File: config.mk
export PLATFORM = sky130hd
export DESIGN_NAME = mdu_iter
export DESIGN_NICKNAME = d
export VERILOG_FILES = /design/src/rtl/mdu_iter.sv
export SDC_FILE = /design/constraint.sdc
export NUM_CORES = 2
export LEC_CHECK = 0
export BUFFER_PORTS_ARGS = -buffer_cell sky130_fd_sc_hd__buf_2
export CAP_MARGIN = 10
export CORE_ASPECT_RATIO = 0.6
export CORE_UTILIZATION = 66
export CTS_BUF_LIST = sky130_fd_sc_hd__clkbuf_8
export CTS_CLUSTER_SIZE = 25
export DETAILED_ROUTE_END_ITERATION = 12
export PLACE_DENSITY_LB_ADDON = 0.05
export SLEW_MARGIN = 20
export SYNTH_ARGS = -nofsm -noshare
export SYNTH_HDL_FRONTEND = slang
export SYNTH_SLANG_ARGS = --single-unit
File: constraint.sdc
create_clock -name clk -period 36 [get_ports clk]
set_input_delay 1.8 -clock clk [delete_from_list [all_inputs] [get_ports clk]]
set_output_delay 1.8 -clock clk [all_outputs]
set_load 0.01 [all_outputs]
File: src/rtl/mdu_iter.sv
// Iterative multiply/divide unit owning the HI/LO pair: 3-cycle multiply/accumulate,
// 34-cycle non-restoring divide, single-edge MTHI/MTLO.
module mdu_iter (
    input  logic        clk,
    input  logic        rst_n,
    input  logic [31:0] A,
    input  logic [31:0] B,
    input  logic [3:0]  op,
    input  logic        start,
    input  logic        abort,
    output logic        busy,
    output logic [31:0] hi,
    output logic [31:0] lo
);

    typedef enum logic [2:0] {
        StIdle,
        StMul,
        StDivPre,
        StDivIter,
        StDivPost
    } state_e;

    state_e      state_q;
    logic [1:0]  mul_cnt_q;
    logic [4:0]  div_cnt_q;
    logic [31:0] a_q, b_q, dvs_q;
    logic [3:0]  op_q;
    logic [64:0] pr_q;
    logic        qneg_q, rneg_q;
    logic [31:0] hi_q, lo_q;

    logic               is_div, is_mul, is_mt;
    logic signed [32:0] mul_a, mul_b;
    logic signed [65:0] mul_full;
    logic [63:0]        acc, mul_res;
    logic               sa, sb;
    logic [33:0]        r_shift, r_next;
    logic [31:0]        rem_fix, quot_out, rem_out;

    always_comb begin
        is_div   = (op[3:1] == 3'b001);
        is_mul   = !op[3] && !is_div;
        is_mt    = (op[3:1] == 3'b100);

        // op[0] selects unsigned for every mul/div flavour
        mul_a    = {~op_q[0] & a_q[31], a_q};
        mul_b    = {~op_q[0] & b_q[31], b_q};
        mul_full = mul_a * mul_b;
        acc      = {hi_q, lo_q};
        if (!op_q[2]) begin
            mul_res = mul_full[63:0];
        end else if (op_q[1]) begin
            mul_res = acc - mul_full[63:0];
        end else begin
            mul_res = acc + mul_full[63:0];
        end

        sa       = ~op_q[0] & a_q[31];
        sb       = ~op_q[0] & b_q[31];

        // Partial remainder is 33-bit signed; shifting in the next dividend bit needs 34 bits.
        r_shift  = {pr_q[64:32], pr_q[31]};
        r_next   = pr_q[64] ? r_shift + {2'b00, dvs_q} : r_shift - {2'b00, dvs_q};

        rem_fix  = pr_q[64] ? pr_q[63:32] + dvs_q : pr_q[63:32];
        quot_out = qneg_q ? -pr_q[31:0] : pr_q[31:0];
        rem_out  = rneg_q ? -rem_fix : rem_fix;
    end

    always_ff @(posedge clk or negedge rst_n) begin
        if (!rst_n) begin
            state_q   <= StIdle;
            mul_cnt_q <= 2'd0;
            div_cnt_q <= 5'd0;
            a_q       <= 32'd0;
            b_q       <= 32'd0;
            dvs_q     <= 32'd0;
            op_q      <= 4'd0;
            pr_q      <= 65'd0;
            qneg_q    <= 1'b0;
            rneg_q    <= 1'b0;
            hi_q      <= 32'd0;
            lo_q      <= 32'd0;
        end else if (abort) begin
            state_q <= StIdle;
        end else begin
            unique case (state_q)
                StIdle: begin
                    if (start) begin
                        if (is_mt) begin
                            if (op[0]) lo_q <= A;
                            else       hi_q <= A;
                        end else if (is_mul || is_div) begin
                            a_q       <= A;
                            b_q       <= B;
                            op_q      <= op;
                            mul_cnt_q <= 2'd2;
                            state_q   <= is_div ? StDivPre : StMul;
                        end
                    end
                end
                StMul: begin
                    if (mul_cnt_q == 2'd0) begin
                        {hi_q, lo_q} <= mul_res;
                        state_q      <= StIdle;
                    end else begin
                        mul_cnt_q <= mul_cnt_q - 2'd1;
                    end
                end
                StDivPre: begin
                    pr_q      <= {33'd0, (sa ? -a_q : a_q)};
                    dvs_q     <= sb ? -b_q : b_q;
                    qneg_q    <= sa ^ sb;
                    rneg_q    <= sa;
                    div_cnt_q <= 5'd31;
                    state_q   <= StDivIter;
                end
                StDivIter: begin
                    pr_q <= {r_next[32:0], pr_q[30:0], ~r_next[33]};
                    if (div_cnt_q == 5'd0) state_q <= StDivPost;
                    else                   div_cnt_q <= div_cnt_q - 5'd1;
                end
                StDivPost: begin
                    if (b_q == 32'd0) begin
                        lo_q <= 32'hFFFF_FFFF;
                        hi_q <= a_q;
                    end else begin
                        lo_q <= quot_out;
                        hi_q <= rem_out;
                    end
                    state_q <= StIdle;
                end
                default: state_q <= StIdle;
            endcase
        end
    end

    assign busy = (state_q != StIdle);
    assign hi   = hi_q;
    assign lo   = lo_q;

endmodule
# Word level (Yosys, flattened, before mapping)
# Cells that the tools add are included.
[word_totals] word_cells=107 in_bits=72 out_inout_bits=65 ff_bits=240
[classes] n_bitwise=7 muxes=36 reduce_logical=20 eq_ne=20 mul=1 addsub=11
[ops] cell="2-to-1 mux 32 bit" count=15
[ops] cell="one-hot mux 32 bit (3 select lines)" count=2
[ops] cell="one-hot mux 65 bit (2 select lines)" count=1
[ops] cell="2-to-1 mux 64 bit" count=2
[ops] cell="negator 32 bit" count=4
[ops] cell="adder 64 bit" count=1
[ops] cell="multiplier 33 x 33 -> 64 bit" count=1
[ops] cell="subtractor 64 bit" count=1
[ops] cell="adder 34 x 32 -> 34 bit" count=1
[ops] cell="2-to-1 mux 34 bit" count=1
[ops] cell="subtractor 34 x 32 -> 34 bit" count=1
[ops] cell="adder 32 bit" count=1
[ops] cell="logical NOT 32 bit" count=1
[ops] cell="2-to-1 mux 3 bit" count=6
[ops] cell="inequality test 2 bit (second input constant)" count=9
[ops] cell="AND reduction 6 bit" count=3
[ops] cell="inequality test 3 bit (second input constant)" count=5
[ops] cell="one-hot mux 3 bit (4 select lines)" count=1
[ops] cell="2-to-1 mux 2 bit" count=5
[ops] cell="one-hot mux 5 bit (2 select lines)" count=1
[ops] cell="AND reduction 5 bit" count=2
[ops] cell="equality test 3 x 1 -> 1 bit (second input constant)" count=2
[ops] cell="equality test 3 x 2 -> 1 bit (second input constant)" count=2
[ops] cell="equality test 3 bit (second input constant)" count=2
[ops] cell="other kinds (17)" count=25

# Longest topological paths before layout
[depth] depth_word=9 mapped_depth=49 depth_no_buf=46

# Least setup slack after synthesis
# No wires, ideal clock.
[synth_timing] path_kind="register to register" from="reg a_q[31]" to="reg hi_q[31], in the netlist hi[31]" setup_time_ns=0.104 stages_incl_launch_ff=46 t_required_ns=35.896 slack_ns=24.301 n_path_buf=4 t_arrival_ns=11.595 synth_period_minus_slack_ns=11.699 path_cell_list="dfrtp_1 clkbuf_1 nor2b_1 buf_1 clkbuf_1 clkbuf_1 nand2_1 inv_1 fa_1 fa_1 fa_1 inv_1 fa_1 inv_1 fa_1 fa_1 inv_1 fa_1 (+10 left out) or3_1 nor4_1 nor2_1 xor2_1 ha_1 a21o_1 a21oi_1 nand2_1 or3_1 nor3_1 nor3_1 o211a_1 a311oi_1 and4_1 nand4_1 a31oi_1 xnor2_1 o311ai_1"
[synth_between] elab_chain_cells=7 elab_cells_between_ends=9 classes_between="add/sub (2); mul (1); mux (5); bitwise (1)"
[synth_lines] element="start, declared" line="27" rtl="logic [31:0] a_q, b_q, dvs_q;"
[synth_lines] element="start signal, assigned" line="76" rtl="a_q <= 32'd0;"
[synth_lines] element="start signal, assigned" line="95" rtl="a_q <= A;"
[synth_lines] element="AND 1 bit" line="47" rtl="mul_a = {~op_q[0] & a_q[31], a_q};"
[synth_lines] element="multiplier 33 x 33 -> 64 bit" line="49" rtl="mul_full = mul_a * mul_b;"
[synth_lines] element="adder 64 bit or subtractor 64 bit (tied branches)" line="56, 54"
[synth_lines] element="2-to-1 mux 64 bit" line="53" rtl="end else if (op_q[1]) begin"
[synth_lines] element="2-to-1 mux 64 bit" line="51" rtl="if (!op_q[2]) begin"
[synth_lines] element="2-to-1 mux 32 bit" line="104" rtl="if (mul_cnt_q == 2'd0) begin"
[synth_lines] element="one-hot mux 32 bit (3 select lines) *" line="88" rtl="unique case (state_q)"
[synth_lines] element="end signal, assigned" line="105" rtl="{hi_q, lo_q} <= mul_res;"
[synth_lines] element="end signal, assigned" line="127" rtl="hi_q <= a_q;"
[synth_lines] element="end signal, assigned" line="130" rtl="hi_q <= rem_out;"
[synth_lines] element="end, declared" line="31" rtl="logic [31:0] hi_q, lo_q;"
# Every way passes the cells marked *; elsewhere a longest branch is shown, timed or not. The select of a mux whose other input is x is not followed.
# A chain may end at the register's enable or synchronous reset.

# Final worst setup path
[layout_timing] from="reg op_q[0]" to="reg hi_q[31], in the netlist hi[31]"
[layout_between] elab_chain_cells=8 elab_cells_between_ends=10 classes_between="add/sub (2); mul (1); mux (4); bitwise (3)"
[layout_lines] element="start, declared" line="28" rtl="logic [3:0] op_q;"
[layout_lines] element="start signal, assigned" line="97" rtl="op_q <= op;"
[layout_lines] element="NOT 1 bit *" line="47, 48"
[layout_lines] element="AND 1 bit, on equally long branches" line="47, 48"
[layout_lines] element="multiplier 33 x 33 -> 64 bit *" line="49"
[layout_lines] element="adder 64 bit or subtractor 64 bit (tied branches)" line="56, 54"
[layout_lines] element="2-to-1 mux 64 bit" line="53"
[layout_lines] element="2-to-1 mux 64 bit *" line="51"
[layout_lines] element="2-to-1 mux 32 bit *" line="104"
[layout_lines] element="one-hot mux 32 bit (3 select lines) *" line="88"
# Marked as above.

==> qor_table.md <==
| Quantity | Reported |
|---|---|
| Number of buffers inserted to repair setup after CTS | 0 |
| Sequential-to-total area share from yosys stat | 9.88% |
| GP Congestion | 1.03 |
| Share of cells above drive strength 1 | 6.28% |
| Syn Std Cell Area | 0.0608 mm^2 |
| HP Class | register to register |
| Die ar. | 0.0933 mm^2 |
| Half-perimeter wire length after placement | 161000 um |
| Count of nets left with antenna violations after detail routing | 0 |
| Area of the multi-input gates | 0.0488 mm^2 |
| Number of hold-slack violations in the final timing report | 0 |
| Kind of critical path | register to register |
| Number of DRC violations after detailed-routing iteration 0 | 5883 |
| Largest delay share family, worst path | adder cells |
| Number of global-route vias before repair | 52238 |
| Post-detailed-routing wire length | 205000 um |
| Count of flip-flops with a built-in enable after synthesis | 0 |
| Post-place setup slack | 21.65 ns |
| Starting utilization of the core area | 67.2% |
| Setup-violating endpoint count in the final report | 0 |
| Number of distinct standard cells referenced by the synthesized netlist | 99 |
| Clock Skew | 0.0429 ns |
| Total of fill cells in the finished design | 7262 |
| Area of all sequential standard cells | 0.00601 mm^2 |
| Clk sinks | 240 |
| # hold bufs at CTS | 0 |
| WP buf/inv | 6 |
| Drt wl/cell | 24.9 um |
| Post-detailed-route DRC marker count | 0 |
| Maximum fanout encountered on the critical timing path | 43 |
| Nets@finish | 8527 |
| Area of the placeable core | 0.0904 mm^2 |
| Capturing element type of the critical path | register |
| Flops & latches, synth | 240 |
| Root Buffer | sky130_fd_sc_hd__clkbuf_8 |
| Routed via count divided by cell count | 6.35 |
| Clk_lat worst skew | 0.66 ns |
| Dominant register cell in the synthesized netlist | sky130_fd_sc_hd__dfrtp_1 |
| # port buffers | 136 |
| Via Count | 52294 |
| Transition time at the pin with the least slew margin | 1.26 ns |
| Antenna violations before repair | 12 |
| Post-synthesis net count | 8656 |
| Area Overhead vs Synth | 3.96% |
| Clock slew at the register clock pins of the worst setup and hold paths | 0.07 ns |
| Final setup margin | 20.94 ns |
| GRT Overall Usage | 44.6% |
| Wire length of the first global-routing pass | 316000 um |
| Overflow left after global routing | 0 |
| Clock tree from TritonCTS | yes |
| FMAX | 66.4 MHz |
| Final clock period utilization by the worst path | 41.8% |
| Depth of the CTS H-tree | 2 |
| Number of maximum-capacitance violations | 0 |
| Count of final max-slew check failures | 0 |
| TritonRoute pass-1 iters | 9 |
| Data arrival, critical path | 15.61 ns |
| Width of the chip | 394 um |
| IO Count | 137 |
| Post-Synthesis Mean Instance Area | 8.55 um^2 |
| Largest net degree at the start of global routing | 100 |
| Critical Path Source Type | register |
| Unrepaired setup endpoints after global routing | no |
| Die height | 237 um |
| Status | finished clean |
| Cell repeated most along the worst path | sky130_fd_sc_hd__fa_1 |
| Synthesized instance count | 7108 |
| Worst path max stage delay | 0.91 ns |
| Async SR Flop Fraction | 100% |
| Crit path max-delay cell type | sky130_fd_sc_hd__nor4_1 |
| Setup total negative slack | 0 ns |
| Buffers from clock root to sink, at most | 3 |
| Synth Warn # | 0 |
| Required time of the critical path | 36.55 ns |
| Number of buffers created by CTS | 40 |
| Clock period minus final worst setup slack | 15.06 ns |
| Resize count post-CTS | 0 |
| Max transition margin | 15.4% |
| Number of standard-cell rows in the floorplan | 85 |
flip-flops by register name, summed over array words and instances (netlist names):
register	cells
qneg_q	1
state_q	3
mul_cnt_q	2
b_q	32
hi	32
a_q	32
div_cnt_q	5
lo	32
pr_q	65
dvs_q	32
rneg_q	1
op_q	3
worst min-delay path: cells and delay by family (launching register included):
family	cells	cell delay, ns
AOI/OAI and AO/OA	1	0.06
and+or+nand+nor	1	0.05
DFF	1	0.37
final timing paths:
path	from	end	slack, ns	cells after the start
max in group asynchronous	rst_n	a_q[31]	33.20	2
min in group asynchronous	rst_n	pr_q[55]	1.21	1
setup / recovery	op_q[0]	hi[31]	20.94	41
hold reg to reg	lo[7]	lo[7]	0.51	2
setup reg to reg	op_q[0]	hi[31]	20.94	41
hold / removal	lo[7]	lo[7]	0.51	2
through the flow:
step                utilization [%]  std cells  area, um^2  hold slack, ns
global route                   69.9       8225       63200           0.534
global placement               68.9       8155       62300           0.487
CTS                            69.9       8222       63100           0.515
detailed placement             68.9       8155       62300           0.499
finish                         69.9       8235       63200           0.514
floorplan                         -       7108       60800           0.472
routing by layer:
metal	global-route usage, %	vias to the layer above	routed length, um
li1	-	22227	-
met1	64.7	26031	83100
met2	61.6	3550	83400
met3	15.5	482	30000
met4	15.9	4	8350
met5	0.612	-	92
placed cells by master (no fill, tap or decap), drive strengths merged, types with 10 or more instances in the layout:
| master | n |
|---|---|
| a2111oi | 13 |
| a211o | 10 |
| a211oi | 42 |
| a21boi | 11 |
| a21o | 88 |
| a21oi | 282 |
| a221oi | 66 |
| a31oi | 58 |
| and2 | 374 |
| and3 | 37 |
| buf | 242 |
| clkbuf | 54 |
| dfrtp | 240 |
| diode | 13 |
| fa | 1128 |
| ha | 348 |
| inv | 1183 |
| mux2 | 71 |
| mux2i | 23 |
| nand2 | 1060 |
| nand2b | 53 |
| nand3 | 53 |
| nand3b | 10 |
| nand4 | 35 |
| nor2 | 316 |
| nor2b | 32 |
| nor3 | 99 |
| nor3b | 15 |
| nor4 | 30 |
| o211ai | 20 |
| o21a | 27 |
| o21ai | 326 |
| o21bai | 21 |
| o22ai | 36 |
| o31ai | 29 |
| o41ai | 16 |
| or2 | 16 |
| or3 | 35 |
| xnor2 | 196 |
| xor2 | 173 |
synth_stat cells, types with 32 or more instances:
| library cell | n | area [um^2] |
|---|---|---|
| sky130_fd_sc_hd__nand3_1 | 52 | 260 |
| sky130_fd_sc_hd__buf_1 | 84 | 315 |
| sky130_fd_sc_hd__a21o_1 | 88 | 661 |
| sky130_fd_sc_hd__nor2_1 | 316 | 1190 |
| sky130_fd_sc_hd__clkbuf_1 | 318 | 1190 |
| sky130_fd_sc_hd__nor2b_1 | 32 | 200 |
| sky130_fd_sc_hd__inv_1 | 1175 | 4410 |
| sky130_fd_sc_hd__dfrtp_1 | 240 | 6010 |
| sky130_fd_sc_hd__a211oi_1 | 39 | 293 |
| sky130_fd_sc_hd__mux2_2 | 71 | 800 |
| sky130_fd_sc_hd__a31oi_1 | 56 | 350 |
| sky130_fd_sc_hd__ha_1 | 348 | 4350 |
| sky130_fd_sc_hd__nand2_1 | 1060 | 3980 |
| sky130_fd_sc_hd__and2_1 | 373 | 2330 |
| sky130_fd_sc_hd__and3_1 | 37 | 231 |
| sky130_fd_sc_hd__a221oi_1 | 66 | 578 |
| sky130_fd_sc_hd__xnor2_1 | 196 | 1720 |
| sky130_fd_sc_hd__or3_1 | 33 | 206 |
| sky130_fd_sc_hd__o22ai_1 | 36 | 225 |
| sky130_fd_sc_hd__o21ai_0 | 318 | 1590 |
| sky130_fd_sc_hd__a21oi_1 | 282 | 1410 |
| sky130_fd_sc_hd__fa_1 | 1128 | 22600 |
| sky130_fd_sc_hd__nand2b_1 | 53 | 332 |
| sky130_fd_sc_hd__nor3_1 | 99 | 495 |
| sky130_fd_sc_hd__xor2_1 | 172 | 1510 |
| sky130_fd_sc_hd__nand4_1 | 35 | 219 |
cell type report:
cell class	instances	share of cell area (%)
Antenna cell	13	0.0515
Tap cell	1218	2.41
Sequential cell	240	9.51
Timing Repair Buffer	242	2.36
Multi-Input combinational cell	5273	77.3
Clock inverter	13	0.176
Clock buffer	54	1.18
Inverter	1182	7.02
kinds of logic after synthesis:
logic type / share of synthesized area (%)
simple gates: 16.9
mux: 1.69
fa+ha+maj: 44.3
xor+xnor: 5.33
buf+inv: 9.88
compound gates: 11.9
flops: 9.88
Power is left out: the tool's default activity adds up to more than one toggle a clock period on the data nets, which glitch-free logic cannot reach.
